$ cat src/rtl/xmint_pkg.sv
// Shared definitions for the xmint memory arbiter slice.
// - owner_e         : identifies which requester owns a granted transaction.
// - MAX_OUT_DEFAULT : default number of outstanding granted transactions.
package xmint_pkg;

  typedef enum logic {
    OWNER_INSTR = 1'b0,
    OWNER_DATA  = 1'b1
  } owner_e;

  localparam int unsigned MAX_OUT_DEFAULT = 2;

endpackage

$ cat src/rtl/xmint_owner_fifo.sv
// In-order owner FIFO: records which requester owns each outstanding
// transaction so responses can be routed back in grant order.
// Ports:
//   clk_i, rst_i   : clock, synchronous active-high reset (empties the FIFO)
//   push_i         : write push_owner_i (ignored when full)
//   push_owner_i   : owner ID to record
//   pop_i          : remove the head entry (ignored when empty)
//   full_o, empty_o: occupancy flags
//   head_o         : owner ID at the head
module xmint_owner_fifo
  import xmint_pkg::*;
#(
  parameter int unsigned DEPTH = MAX_OUT_DEFAULT
) (
  input  logic   clk_i,
  input  logic   rst_i,
  input  logic   push_i,
  input  owner_e push_owner_i,
  input  logic   pop_i,
  output logic   full_o,
  output logic   empty_o,
  output owner_e head_o
);

  localparam int unsigned PW = (DEPTH > 1) ? $clog2(DEPTH) : 1;
  localparam int unsigned CW = $clog2(DEPTH + 1);

  owner_e          store_q [DEPTH];
  logic [PW-1:0]   wr_ptr_q;
  logic [PW-1:0]   rd_ptr_q;
  logic [CW-1:0]   count_q;
  logic            do_push;
  logic            do_pop;

  // Pointers wrap modulo DEPTH, which need not be a power of two.
  function automatic logic [PW-1:0] ptr_next(input logic [PW-1:0] p);
    return (p == PW'(DEPTH - 1)) ? '0 : p + 1'b1;
  endfunction

  assign full_o  = (count_q == CW'(DEPTH));
  assign empty_o = (count_q == '0);
  assign head_o  = store_q[rd_ptr_q];
  assign do_push = push_i & ~full_o;
  assign do_pop  = pop_i & ~empty_o;

  always_ff @(posedge clk_i) begin
    if (rst_i) begin
      wr_ptr_q <= '0;
      rd_ptr_q <= '0;
      count_q  <= '0;
    end else begin
      if (do_push) begin
        store_q[wr_ptr_q] <= push_owner_i;
        wr_ptr_q          <= ptr_next(wr_ptr_q);
      end
      if (do_pop) begin
        rd_ptr_q <= ptr_next(rd_ptr_q);
      end
      case ({do_push, do_pop})
        2'b10:   count_q <= count_q + 1'b1;
        2'b01:   count_q <= count_q - 1'b1;
        default: count_q <= count_q;
      endcase
    end
  end

endmodule

$ cat src/rtl/xmint_mem_arbiter.sv
// Two-port (instruction fetch / load-store) arbiter onto one shared memory
// port. Round-robin on conflicts, selection locked while a request stalls,
// responses routed back in order through an owner FIFO of depth MAX_OUT.
// Ports:
//   clk_i, rst_i         : clock, synchronous active-high reset
//   instr_*              : instruction request/grant/response channel
//   data_*               : load/store request/grant/response channel
//   mem_*                : shared memory request/grant/response channel
module xmint_mem_arbiter
  import xmint_pkg::*;
#(
  parameter int unsigned MAX_OUT = MAX_OUT_DEFAULT
) (
  input  logic        clk_i,
  input  logic        rst_i,
  input  logic        instr_req_i,
  output logic        instr_gnt_o,
  input  logic [31:0] instr_addr_i,
  output logic        instr_rvalid_o,
  output logic [31:0] instr_rdata_o,
  output logic        instr_err_o,
  input  logic        data_req_i,
  output logic        data_gnt_o,
  input  logic        data_we_i,
  input  logic [3:0]  data_be_i,
  input  logic [31:0] data_addr_i,
  input  logic [31:0] data_wdata_i,
  output logic        data_rvalid_o,
  output logic [31:0] data_rdata_o,
  output logic        data_err_o,
  output logic        mem_req_o,
  input  logic        mem_gnt_i,
  output logic        mem_we_o,
  output logic [3:0]  mem_be_o,
  output logic [31:0] mem_addr_o,
  output logic [31:0] mem_wdata_o,
  input  logic        mem_rvalid_i,
  input  logic [31:0] mem_rdata_i,
  input  logic        mem_err_i
);

  owner_e sel;
  owner_e last_q;
  owner_e locked_owner_q;
  logic   locked_q;
  logic   handshake;
  logic   fifo_full;
  logic   fifo_empty;
  owner_e fifo_head;
  logic   resp_valid;

  assign mem_req_o = (instr_req_i | data_req_i) & ~fifo_full & ~rst_i;
  assign handshake = mem_req_o & mem_gnt_i;

  // A stalled request keeps its owner until the handshake; otherwise the
  // loser of the previous handshake wins a conflict.
  always_comb begin
    sel = OWNER_INSTR;
    if (locked_q) begin
      sel = locked_owner_q;
    end else if (instr_req_i && data_req_i) begin
      sel = (last_q == OWNER_DATA) ? OWNER_INSTR : OWNER_DATA;
    end else if (data_req_i) begin
      sel = OWNER_DATA;
    end
  end

  always_comb begin
    mem_we_o    = 1'b0;
    mem_be_o    = 4'hF;
    mem_addr_o  = instr_addr_i;
    mem_wdata_o = '0;
    if (sel == OWNER_DATA) begin
      mem_we_o    = data_we_i;
      mem_be_o    = data_be_i;
      mem_addr_o  = data_addr_i;
      mem_wdata_o = data_wdata_i;
    end
  end

  assign instr_gnt_o = handshake & (sel == OWNER_INSTR);
  assign data_gnt_o  = handshake & (sel == OWNER_DATA);

  // Last winner resets to instr so that data wins the first conflict.
  always_ff @(posedge clk_i) begin
    if (rst_i) begin
      locked_q       <= 1'b0;
      locked_owner_q <= OWNER_INSTR;
      last_q         <= OWNER_INSTR;
    end else if (handshake) begin
      locked_q <= 1'b0;
      last_q   <= sel;
    end else if (mem_req_o) begin
      locked_q       <= 1'b1;
      locked_owner_q <= sel;
    end
  end

  xmint_owner_fifo #(
    .DEPTH (MAX_OUT)
  ) u_owner_fifo (
    .clk_i        (clk_i),
    .rst_i        (rst_i),
    .push_i       (handshake),
    .push_owner_i (sel),
    .pop_i        (resp_valid),
    .full_o       (fifo_full),
    .empty_o      (fifo_empty),
    .head_o       (fifo_head)
  );

  // Responses with no outstanding owner are dropped.
  assign resp_valid     = mem_rvalid_i & ~fifo_empty & ~rst_i;
  assign instr_rvalid_o = resp_valid & (fifo_head == OWNER_INSTR);
  assign data_rvalid_o  = resp_valid & (fifo_head == OWNER_DATA);
  assign instr_err_o    = instr_rvalid_o & mem_err_i;
  assign data_err_o     = data_rvalid_o & mem_err_i;
  assign instr_rdata_o  = mem_rdata_i;
  assign data_rdata_o   = mem_rdata_i;

endmodule

$ cat config.mk
export PLATFORM = sky130hd
export DESIGN_NAME = xmint_mem_arbiter
export DESIGN_NICKNAME = d
export VERILOG_FILES = /design/src/rtl/xmint_pkg.sv /design/src/rtl/xmint_owner_fifo.sv /design/src/rtl/xmint_mem_arbiter.sv
export SDC_FILE = /design/constraint.sdc
export NUM_CORES = 1
export LEC_CHECK = 0
export ABC_AREA = 0
export CAP_MARGIN = 20
export CORE_AREA = 2 2 110 112
export CTS_BUF_LIST = sky130_fd_sc_hd__clkbuf_8
export DETAILED_ROUTE_END_ITERATION = 8
export DIE_AREA = 0 0 112 114
export SLEW_MARGIN = 30
export SYNTH_ARGS = -nofsm -noshare
export SYNTH_HDL_FRONTEND = slang
export SYNTH_SLANG_ARGS = --single-unit
$ cat constraint.sdc
create_clock -name clk_i -period 3.6 [get_ports clk_i]
set_input_delay 1.08 -clock clk_i [delete_from_list [all_inputs] [get_ports clk_i]]
set_output_delay 1.08 -clock clk_i [all_outputs]
set_load 0.02 [all_outputs]
==> results of run 1 <==
==> metrics by stage <==
stage,util,hold WS [ns]
2_1_floorplan,-,0.439
3_3_place_gp,0.276,0.452
3_5_place_dp,0.276,0.458
4_1_cts,0.268,0.465
5_1_grt,0.273,0.502
6_report,0.273,0.461
==> report_power, final <==
group / internal (mW) / switching (mW)
Combinational: 0.290 / 0.230
Sequential: 0.126 / 0.00980
Clock: 0.0741 / 0.0386
==> worst paths after layout <==
path | slack, ns | end
worst min-delay path | 0.46 | last_q
worst max register to register | 1.75 | u_owner_fifo.count_q[1]
worst max-delay path | 0.06 | mem_addr_o[14]
worst min register to register | 0.46 | last_q
==> cells by family (layout without fill, tap and decap cells) <==
family,after synthesis,after routing,synth area share
flip-flops,10,10,0.136
AO/OA/AOI/OAI,8,8,0.0425
adder cells (fa/ha/maj),1,1,0.00773
AND/OR/NAND/NOR,61,61,0.215
XOR/XNOR,3,3,0.0162
buffers and inverters,75,210,0.334
multiplexers,36,36,0.248
==> critical path, stage by stage <==
cell,delay (ns)
sky130_fd_sc_hd__dlygate4sd2_1,0.26
sky130_fd_sc_hd__nor2b_4,0.14
sky130_fd_sc_hd__a22oi_4,0.16
sky130_fd_sc_hd__buf_12,0.16
sky130_fd_sc_hd__clkbuf_16,0.16
sky130_fd_sc_hd__mux2_2,0.34
sky130_fd_sc_hd__buf_2,0.16
==> per-layer routing <==
layer,GRT usage,share of wire
met5,0,0
met4,0.0163,0.0017
met3,0.0308,0.092
met2,0.166,0.52
met1,0.113,0.39
==> cell type report <==
class	count	area, sq um
multi-input cells	109	880
repair buffers	203	1860
flip-flops and latches	10	220
inverters	3	11.3
fillers	1285	8510
clock buffers	3	41.3
well taps	147	184
clock inverters	1	3.75
==> registers in the layout (all words and copies together), names as in the netlist, named ones only <==
| signal | flops |
|---|---|
| last_q | 1 |
| locked_owner_q | 1 |
| locked_q | 1 |
| u_owner_fifo.count_q | 2 |
| u_owner_fifo.rd_ptr_q | 1 |
| u_owner_fifo.store_q | 2 |
| u_owner_fifo.wr_ptr_q | 1 |
==> cell usage in the layout, fill, tap and decap left out, drive strengths merged <==
cell	synthesis	layout
mux2	33	33
clkdlybuf4s15	0	4
edfxtp	2	2
nor3	2	2
xor2	2	2
ha	1	1
and3	3	3
and2	33	33
nand2b	5	5
xnor2	1	1
nor2b	3	3
dfxtp	8	8
or3	1	1
buf	68	52
o31ai	1	1
clkdlybuf4s50	0	106
o311a	1	1
nand2	3	3
nand3b	1	1
mux2i	3	3
nor2	10	10
o21ai	3	3
clkbuf	4	11
o211a	1	1
inv	3	4
a22oi	1	1
dlygate4sd2	0	33
a21oi	1	1
==> timing repair <==
item | 4_1_cts | 5_1_grt
resized for setup | 182 | 31
gates cloned | 2 | 1
hold endpoints to repair | 0 | 0
buffers inserted | 2 | 2
setup endpoints to repair | 75 | 59
pin swaps | 1 | 1
hold buffers | 0 | 0
==> out/results.md, run 1 <==
### Run status
* status: finished clean

### Logic synthesis
* number of different library cells in the post-synthesis netlist: 27
* mean area per synthesized cell: 8.34 sq um
* sequential element share of the synthesized area: 0.136
* total of warnings raised by yosys: 0
* largest cells by area after synthesis: sky130_fd_sc_hd__buf_4 31%, sky130_fd_sc_hd__mux2_2 23%, sky130_fd_sc_hd__and2_1 13%
* asr flop ratio synth: 0
* number of flops mapped to enable cells by yosys: 2
* Primary FF master, synth: sky130_fd_sc_hd__dfxtp_1
* most instantiated library cell after synthesis: sky130_fd_sc_hd__buf_4
* nets in the synthesized netlist: 335
* post-synthesis register bit count: 10
* post-synthesis cell area: 0.00162 sq mm
* largest area contributor in the synthesized netlist: sky130_fd_sc_hd__buf_4
* synth cell count leaders: 67 x sky130_fd_sc_hd__buf_4, 33 x sky130_fd_sc_hd__and2_1, 33 x sky130_fd_sc_hd__mux2_2, 10 x sky130_fd_sc_hd__nor2_1, 8 x sky130_fd_sc_hd__dfxtp_1
* post-synthesis cell count: 194
* fraction of synthesized cell area taken by the top area cell type: 0.311

### Final layout
* Non-Filler Instances: 476
* final cell area excluding filler cells: 0.00320 sq mm
* number of nets in the layout: 471
* fraction of final layout cells with drive strength greater than 1: 0.301
* Antenna diodes: 0
* Area growth, synth to finish: 97.8%

### STA
* final slew viol count: 0
* aggregate negative setup slack: 0 ns
* Achievable Freq: 282 MHz
* Slew headroom: 0.840
* setup repair after global routing missed its margin: yes
* final-report setup violation count: 0
* final setup margin: 0.0570 ns
* Final Cycle Share: 0.984
* Worst Clk Skew: 0.00536 ns
* worst slew pin tran: 0.237 ns
* final worst path period need: 3.54 ns
* number of failing hold endpoints at the final stage: 0

### Floorplanning
* core area: 0.0117 sq mm
* number of ports placed on the die boundary: 280
* area enclosed by the die boundary: 0.0128 sq mm
* die width: 112 um
* Initial Util: 0.138
* row count: 40
* vertical die dimension: 114 um

### Worst setup path
* Critical Path Fanout Max: 8
* startpoint of the worst-slack reg-to-reg timing path: u_owner_fifo.count_q[0]
* critical path start-end classification: input port to output port
* endpoint type of the worst setup path: output port
* count of cells along the worst register-to-register path: 7
* Req. time, crit path: 2.52 ns
* start point of the critical path: data_req_i
* critical path launch point type: input port
* data arrival time of the worst path: 2.46 ns

### Route
* number of violations reported at the end of detailed-routing iteration 0: 55
* DRC viols: 0
* number of vias in the routed layout: 1,738
* vias per cell: 3.65
* router iterations before antenna repair: 4
* post-detailed-route wirelength per cell: 14.4 um
* Detailed Route WL: 6860 um
* Routed Antenna Nets: 0

### Power
* Max VDD drop: 0.118 mV
* post-layout total power: 0.768 mW
* leakage power of the design: 1.45 nW
* power per cell area: 240 mW/mm^2

### Global routing
* maximum number of pins on one net before global-route repair: 41
* vias in the first global route: 1,717
* remaining global-route overflow: 0
* global-route wire length before repair: 9430 um
* global-route total usage across every layer: 0.0939
* antenna violations before repair: 0

### Clock network
* largest buffer count on any clock path: 2
* TritonCTS clock tree: yes
* Worst-Skew Late Latency: 0.23 ns
* Clk pin slew, worst setup/hold paths: 0.04 ns
* clock buffers created by TritonCTS: 3
* Root Buffer: sky130_fd_sc_hd__clkbuf_8
* H-Tree Depth: 1
* total clock sinks: 10

### Place
* placed cell count: 465
* post-place instance area: 0.00323 sq mm
* I/O Buffers: 183
* weighted congestion reported at the end of routability-driven placement: 0.775
* post-placement worst setup slack: -0.584 ns
* Final HPWL DP: 5520 um

### Worst hold path
* critical hold path startpoint: last_q
* worst hold path type: register to register
* number of cells on the worst hold path: 2

### Run
* reported max-cap violation count: 0

Note: power is estimated with default switching activity, not from simulation.
==> run 2, diff against run 1 <==
Settings changed: CORE_AREA 2 2 110 112 to 2 2 109 111, DIE_AREA 0 0 112 114 to 0 0 111 113, DONT_BUFFER_PORTS set to 1.
==> out/results.md, run 2 (synthesized netlist as in run 1, its figures left out) <==
### Run status
* status: finished clean

### Worst setup path
* critical path launch point type: input port
* Slowest-stage cell, CP: sky130_fd_sc_hd__inv_2
* data arrival time of the worst path: 2.09 ns, -0.37 ns
* critical path start-end classification: input port to output port
* endpoint type of the worst setup path: output port
* Worst path max stage delay: 0.36 ns, +0.02 ns
* family of cells with the greatest summed delay on the critical path: simple AND/OR/NAND/NOR gates
* Req. time, crit path: 2.52 ns, about the same
* Critical Path Fanout Max: 41, +33
* critical path, cell by cell: nor2b_1, a22oi_4, inv_2, and2_1
* crit path buf inv count: 1, -3

### Final layout
* final cell area excluding filler cells: 0.00137 sq mm, -57%
* Area growth, synth to finish: -15.2%
* highest-count cells in the layout ignoring fill and taps: 33 x sky130_fd_sc_hd__mux2_2, 33 x sky130_fd_sc_hd__and2_1, 10 x sky130_fd_sc_hd__nor2_1, 8 x sky130_fd_sc_hd__dfxtp_1
* number of nets in the layout: 274, -42%
* fraction of final layout cells with drive strength greater than 1: 0.333, +0.0324
* count of fill cells added during filler insertion: 1,284, -0.078%
* biggest regs: u_owner_fifo.count_q (2), u_owner_fifo.store_q (2)
* Non-Filler Instances: 276, -42%

### Floorplanning
* core area: 0.0113 sq mm, -3.7%
* die width: 111 um, -0.89%
* number of ports placed on the die boundary: 280, unchanged
* area enclosed by the die boundary: 0.0125 sq mm, -1.8%
* row count: 39, -2.5%
* vertical die dimension: 113 um, -0.88%
* Initial Util: 0.144, +0.00538

### STA
* setup repair after global routing missed its margin: no
* final slew viol count: 0, unchanged
* worst slew pin tran: 0.632 ns, +0.395 ns
* aggregate negative setup slack: 0 ns, unchanged
* final worst path period need: 3.17 ns, -0.372 ns
* Final Cycle Share: 0.881, -0.103
* final setup margin: 0.429 ns, +0.372 ns
* Slew headroom: 0.576, -0.265
* Worst Clk Skew: 0.000954 ns, -0.00440 ns
* final-report setup violation count: 0, unchanged
* worst hold margin: 0.466 ns, +0.00513 ns
* number of failing hold endpoints at the final stage: 0, unchanged
* Achievable Freq: 315 MHz, +12%

### Clock network
* clock buffers created by TritonCTS: 3, unchanged
* total clock sinks: 10, unchanged
* Root Buffer: sky130_fd_sc_hd__clkbuf_8
* number of buffers inserted for hold repair after clock tree synthesis: 0, unchanged
* H-Tree Depth: 1, unchanged
* largest buffer count on any clock path: 2, unchanged
* Clk pin slew, worst setup/hold paths: 0.05 ns, about the same
* Worst-Skew Late Latency: 0.24 ns, about the same
* TritonCTS clock tree: yes
* setup fix buffers added after clock tree synthesis: 0, -2
* post-CTS sizing: 0, -100%

### Power
* leakage power of the design: 0.498 nW, -66%
* internal power consumption: 0.288 mW, -41%
* clock group share of total power: 0.233, +0.086
* switching portion of total power: 0.439, +0.0768
* Max VDD drop: 0.175 mV, +49%
* switching power summed over all nets: 0.225 mW, -19%
* Reg power frac: 0.263, +0.086
* power per cell area: 374 mW/mm^2, +56%
* combinational group share of total power: 0.504, -0.172

### Run
* reported max-cap violation count: 0, unchanged

### Route
* Routed Antenna Nets: 0, unchanged
* vias per cell: 3.78, +3.5%
* Detailed Route WL: 5000 um, -27%
* DRC viols: 0, unchanged
* number of violations reported at the end of detailed-routing iteration 0: 32, -42%
* router iterations before antenna repair: 4, unchanged
* number of vias in the routed layout: 1,043, -40%
* post-detailed-route wirelength per cell: 18.1 um, +26%

### Global routing
* global-route wire length before repair: 6150 um, -35%
* remaining global-route overflow: 0, unchanged
* vias in the first global route: 968, -44%
* maximum number of pins on one net before global-route repair: 42, +2.4%
* global-route total usage across every layer: 0.0655, -0.0284
* antenna violations before repair: 5, +5

### Place
* I/O Buffers: 0, -100%
* Final HPWL DP: 4480 um, -19%
* post-place instance area: 0.00133 sq mm, -59%
* weighted congestion reported at the end of routability-driven placement: 0.823, +6.1%
* post-placement worst setup slack: 0.426 ns, +1.01 ns
* placed cell count: 271, -42%

### Worst hold path
* worst hold path type: register to register

[run 2: cell types whose count changed in the layout (fill, tap and decap cells not counted), sizes merged]
cell | before | now
clkdlybuf4s50 | 106 | 0
clkinv | 0 | 1
buf | 52 | 6
diode | 0 | 1
clkbuf | 11 | 3
inv | 4 | 3
dlygate4sd2 | 33 | 0
clkdlybuf4s15 | 4 | 0
[run 2: worst reg2reg max path, cell delays in order (launching register included)]
cell	delay [ns]
sky130_fd_sc_hd__dfxtp_1	0.35
sky130_fd_sc_hd__o21ai_0	0.42
sky130_fd_sc_hd__nor2_1	0.14
sky130_fd_sc_hd__ha_1	0.36
sky130_fd_sc_hd__or3_1	0.35
sky130_fd_sc_hd__a21oi_1	0.15
[run 2: routing by layer]
metal / vias to the layer above / track usage / share of wire
met5: - / 0 / 0.011
met4: 8 / 0.0333 / 0.034
met3: 30 / 0.0396 / 0.13
met2: 91 / 0.0883 / 0.44
met1: 467 / 0.0809 / 0.39
li1: 447 / - / -
[run 2: final cells by class]
| type | count | area (sq um) | share of cell area |
|---|---|---|---|
| Antenna cell | 1 | 2.50 | 0.00182 |
| Inverter | 3 | 11.3 | 0.00820 |
| Timing Repair Buffer | 6 | 57.6 | 0.0419 |
| Sequential cell | 10 | 220 | 0.160 |
| Multi-Input combinational cell | 109 | 857 | 0.624 |
| Tap cell | 143 | 179 | 0.130 |
| Clock inverter | 1 | 3.75 | 0.00273 |
| Clock buffer | 3 | 41.3 | 0.0301 |
[run 2: power by group through the flow]
stage	registers [mW]	clock network [mW]	logic, mW
2_1_floorplan	0.135	0	0.340
5_1_grt	0.136	0.127	0.272
3_5_place_dp	0.137	0	0.260
3_3_place_gp	0.136	0	0.257
6_report	0.135	0.119	0.259
4_1_cts	0.135	0.121	0.261
[run 2: through the flow]
| step | util | power [mW] |
|---|---|---|
| 6_report | 0.122 | 0.513 |
| 3_3_place_gp | 0.118 | 0.393 |
| 2_1_floorplan | - | 0.475 |
| 3_5_place_dp | 0.118 | 0.397 |
| 4_1_cts | 0.122 | 0.517 |
| 5_1_grt | 0.122 | 0.536 |
[run 2: worst paths after layout]
| check | from | endpoint | slack (ns) | cells past startpoint |
|---|---|---|---|---|
| hold / removal | last_q | last_q | 0.47 | 2 |
| setup reg to reg | u_owner_fifo.count_q[0] | u_owner_fifo.count_q[1] | 1.77 | 5 |
| hold reg to reg | last_q | last_q | 0.47 | 2 |
| setup / recovery | data_req_i | mem_wdata_o[23] | 0.43 | 4 |
==> run 3, diff against run 2 <==
Settings changed: CTS_BUF_LIST sky130_fd_sc_hd__clkbuf_8 to unset.
==> out/results.md, run 3 (synthesized netlist as in run 1, its figures left out) <==
### Clock network
* post-CTS sizing: 0, unchanged
* Root Buffer: sky130_fd_sc_hd__clkbuf_16
* number of buffers inserted for hold repair after clock tree synthesis: 0, unchanged
* TritonCTS clock tree: yes
* H-Tree Depth: 1, unchanged
* total clock sinks: 10, unchanged
* largest buffer count on any clock path: 2, unchanged
* setup fix buffers added after clock tree synthesis: 0, unchanged
* Clk pin slew, worst setup/hold paths: 0.04 ns, about the same
* Worst-Skew Late Latency: 0.24 ns, about the same
* clock buffers created by TritonCTS: 3, unchanged

### Power
* power per cell area: 420 mW/mm^2, +12%
* clock group share of total power: 0.333, +0.100
* Max VDD drop: 0.167 mV, -4.6%
* internal power consumption: 0.359 mW, +25%
* switching portion of total power: 0.392, -0.0468
* switching power summed over all nets: 0.232 mW, +2.8%
* combinational group share of total power: 0.438, -0.066
* post-layout total power: 0.590 mW, +15%
* leakage power of the design: 0.513 nW, +3.1%
* Reg power frac: 0.229, -0.034

### STA
* worst slew pin tran: 0.632 ns, -0.0000525 ns
* Final Cycle Share: 0.881, about the same
* Worst Clk Skew: 0.000301 ns, -0.000654 ns
* final slew viol count: 0, unchanged
* final worst path period need: 3.17 ns, +0.000751 ns
* worst hold margin: 0.463 ns, -0.00258 ns
* final-report setup violation count: 0, unchanged
* setup repair after global routing missed its margin: no
* number of failing hold endpoints at the final stage: 0, unchanged
* aggregate negative setup slack: 0 ns, unchanged
* Achievable Freq: 315 MHz, about the same
* Slew headroom: 0.576, about the same
* final setup margin: 0.428 ns, -0.000751 ns

### Floorplanning
* row count: 39, unchanged
* die width: 111 um, unchanged
* number of ports placed on the die boundary: 280, unchanged
* area enclosed by the die boundary: 0.0125 sq mm, unchanged
* vertical die dimension: 113 um, unchanged
* Initial Util: 0.144, unchanged
* core area: 0.0113 sq mm, unchanged

### Route
* Routed Antenna Nets: 0, unchanged
* vias per cell: 3.78, unchanged
* post-detailed-route wirelength per cell: 18.1 um, +0.14%
* router iterations before antenna repair: 4, unchanged
* number of violations reported at the end of detailed-routing iteration 0: 39, +22%
* DRC viols: 0, unchanged
* number of vias in the routed layout: 1,043, unchanged
* Detailed Route WL: 5000 um, +0.14%

### Global routing
* maximum number of pins on one net before global-route repair: 42, unchanged
* global-route wire length before repair: 6160 um, +0.11%
* vias in the first global route: 967, -0.10%
* global-route total usage across every layer: 0.0658, +0.000339
* antenna violations before repair: 5, unchanged
* remaining global-route overflow: 0, unchanged

### Place
* post-placement worst setup slack: 0.426 ns, unchanged
* weighted congestion reported at the end of routability-driven placement: 0.823, unchanged
* I/O Buffers: 0, unchanged
* Final HPWL DP: 4480 um, unchanged
* post-place instance area: 0.00133 sq mm, unchanged

### Final layout
* highest-count cells in the layout ignoring fill and taps: 33 x sky130_fd_sc_hd__mux2_2, 33 x sky130_fd_sc_hd__and2_1, 10 x sky130_fd_sc_hd__nor2_1, 8 x sky130_fd_sc_hd__dfxtp_1
* biggest regs: u_owner_fifo.count_q (2), u_owner_fifo.store_q (2)
* Area growth, synth to finish: -13.1%
* number of nets in the layout: 274, unchanged
* final cell area excluding filler cells: 0.00141 sq mm, +2.5%
* count of fill cells added during filler insertion: 1,280, -0.31%
* fraction of final layout cells with drive strength greater than 1: 0.333, unchanged

### Worst setup path
* critical path start-end classification: input port to output port
* Req. time, crit path: 2.52 ns, about the same
* endpoint type of the worst setup path: output port
* Critical Path Fanout Max: 41, unchanged
* critical path launch point type: input port
* data arrival time of the worst path: 2.09 ns, about the same

### Worst hold path
* worst hold path type: register to register

### Run status
* status: finished clean

### Run
* reported max-cap violation count: 0, unchanged

run 3: power groups by stage:
stage / Sequential (mW) / Combinational, mW / Clock, mW
2_1_floorplan: 0.135 / 0.340 / 0
3_3_place_gp: 0.136 / 0.257 / 0
3_5_place_dp: 0.137 / 0.260 / 0
4_1_cts: 0.135 / 0.261 / 0.201
5_1_grt: 0.137 / 0.272 / 0.207
6_report: 0.135 / 0.259 / 0.196
run 3: per-stage QoR:
stage / cells / util
final: 276 / 0.125
after global routing: 276 / 0.125
after CTS: 275 / 0.125
after detailed placement: 271 / 0.118
after global placement: 271 / 0.118
after floorplan: 194 / -
run 3: cell type report:
type                            count  area [sq um]  share of cell area
Sequential cell                    10           220               0.157
Clock buffer                        3          75.1              0.0534
Multi-Input combinational cell    109           857               0.609
Timing Repair Buffer                6          57.6              0.0409
Tap cell                          143           179               0.127
Clock inverter                      1          3.75             0.00267
Antenna cell                        1          2.50             0.00178
Inverter                            3          11.3             0.00801
run 3: routing by layer:
layer	vias up	GRT usage	share of wire
li1	447	-	-
met1	467	0.0809	0.39
met2	91	0.0883	0.44
met3	30	0.0412	0.13
met4	8	0.0333	0.034
met5	-	0	0.011
run 3: final timing paths:
kind	start	to	slack [ns]	cells past startpoint
hold / removal	last_q	last_q	0.46	2
setup reg to reg	u_owner_fifo.count_q[0]	u_owner_fifo.count_q[1]	1.78	5
hold reg to reg	last_q	last_q	0.46	2
setup / recovery	data_req_i	mem_wdata_o[23]	0.43	4
run 3: critical path, stage by stage:
cell                      delay (ns)
sky130_fd_sc_hd__nor2b_1        0.20
sky130_fd_sc_hd__a22oi_4        0.09
sky130_fd_sc_hd__inv_2          0.36
sky130_fd_sc_hd__and2_1         0.34
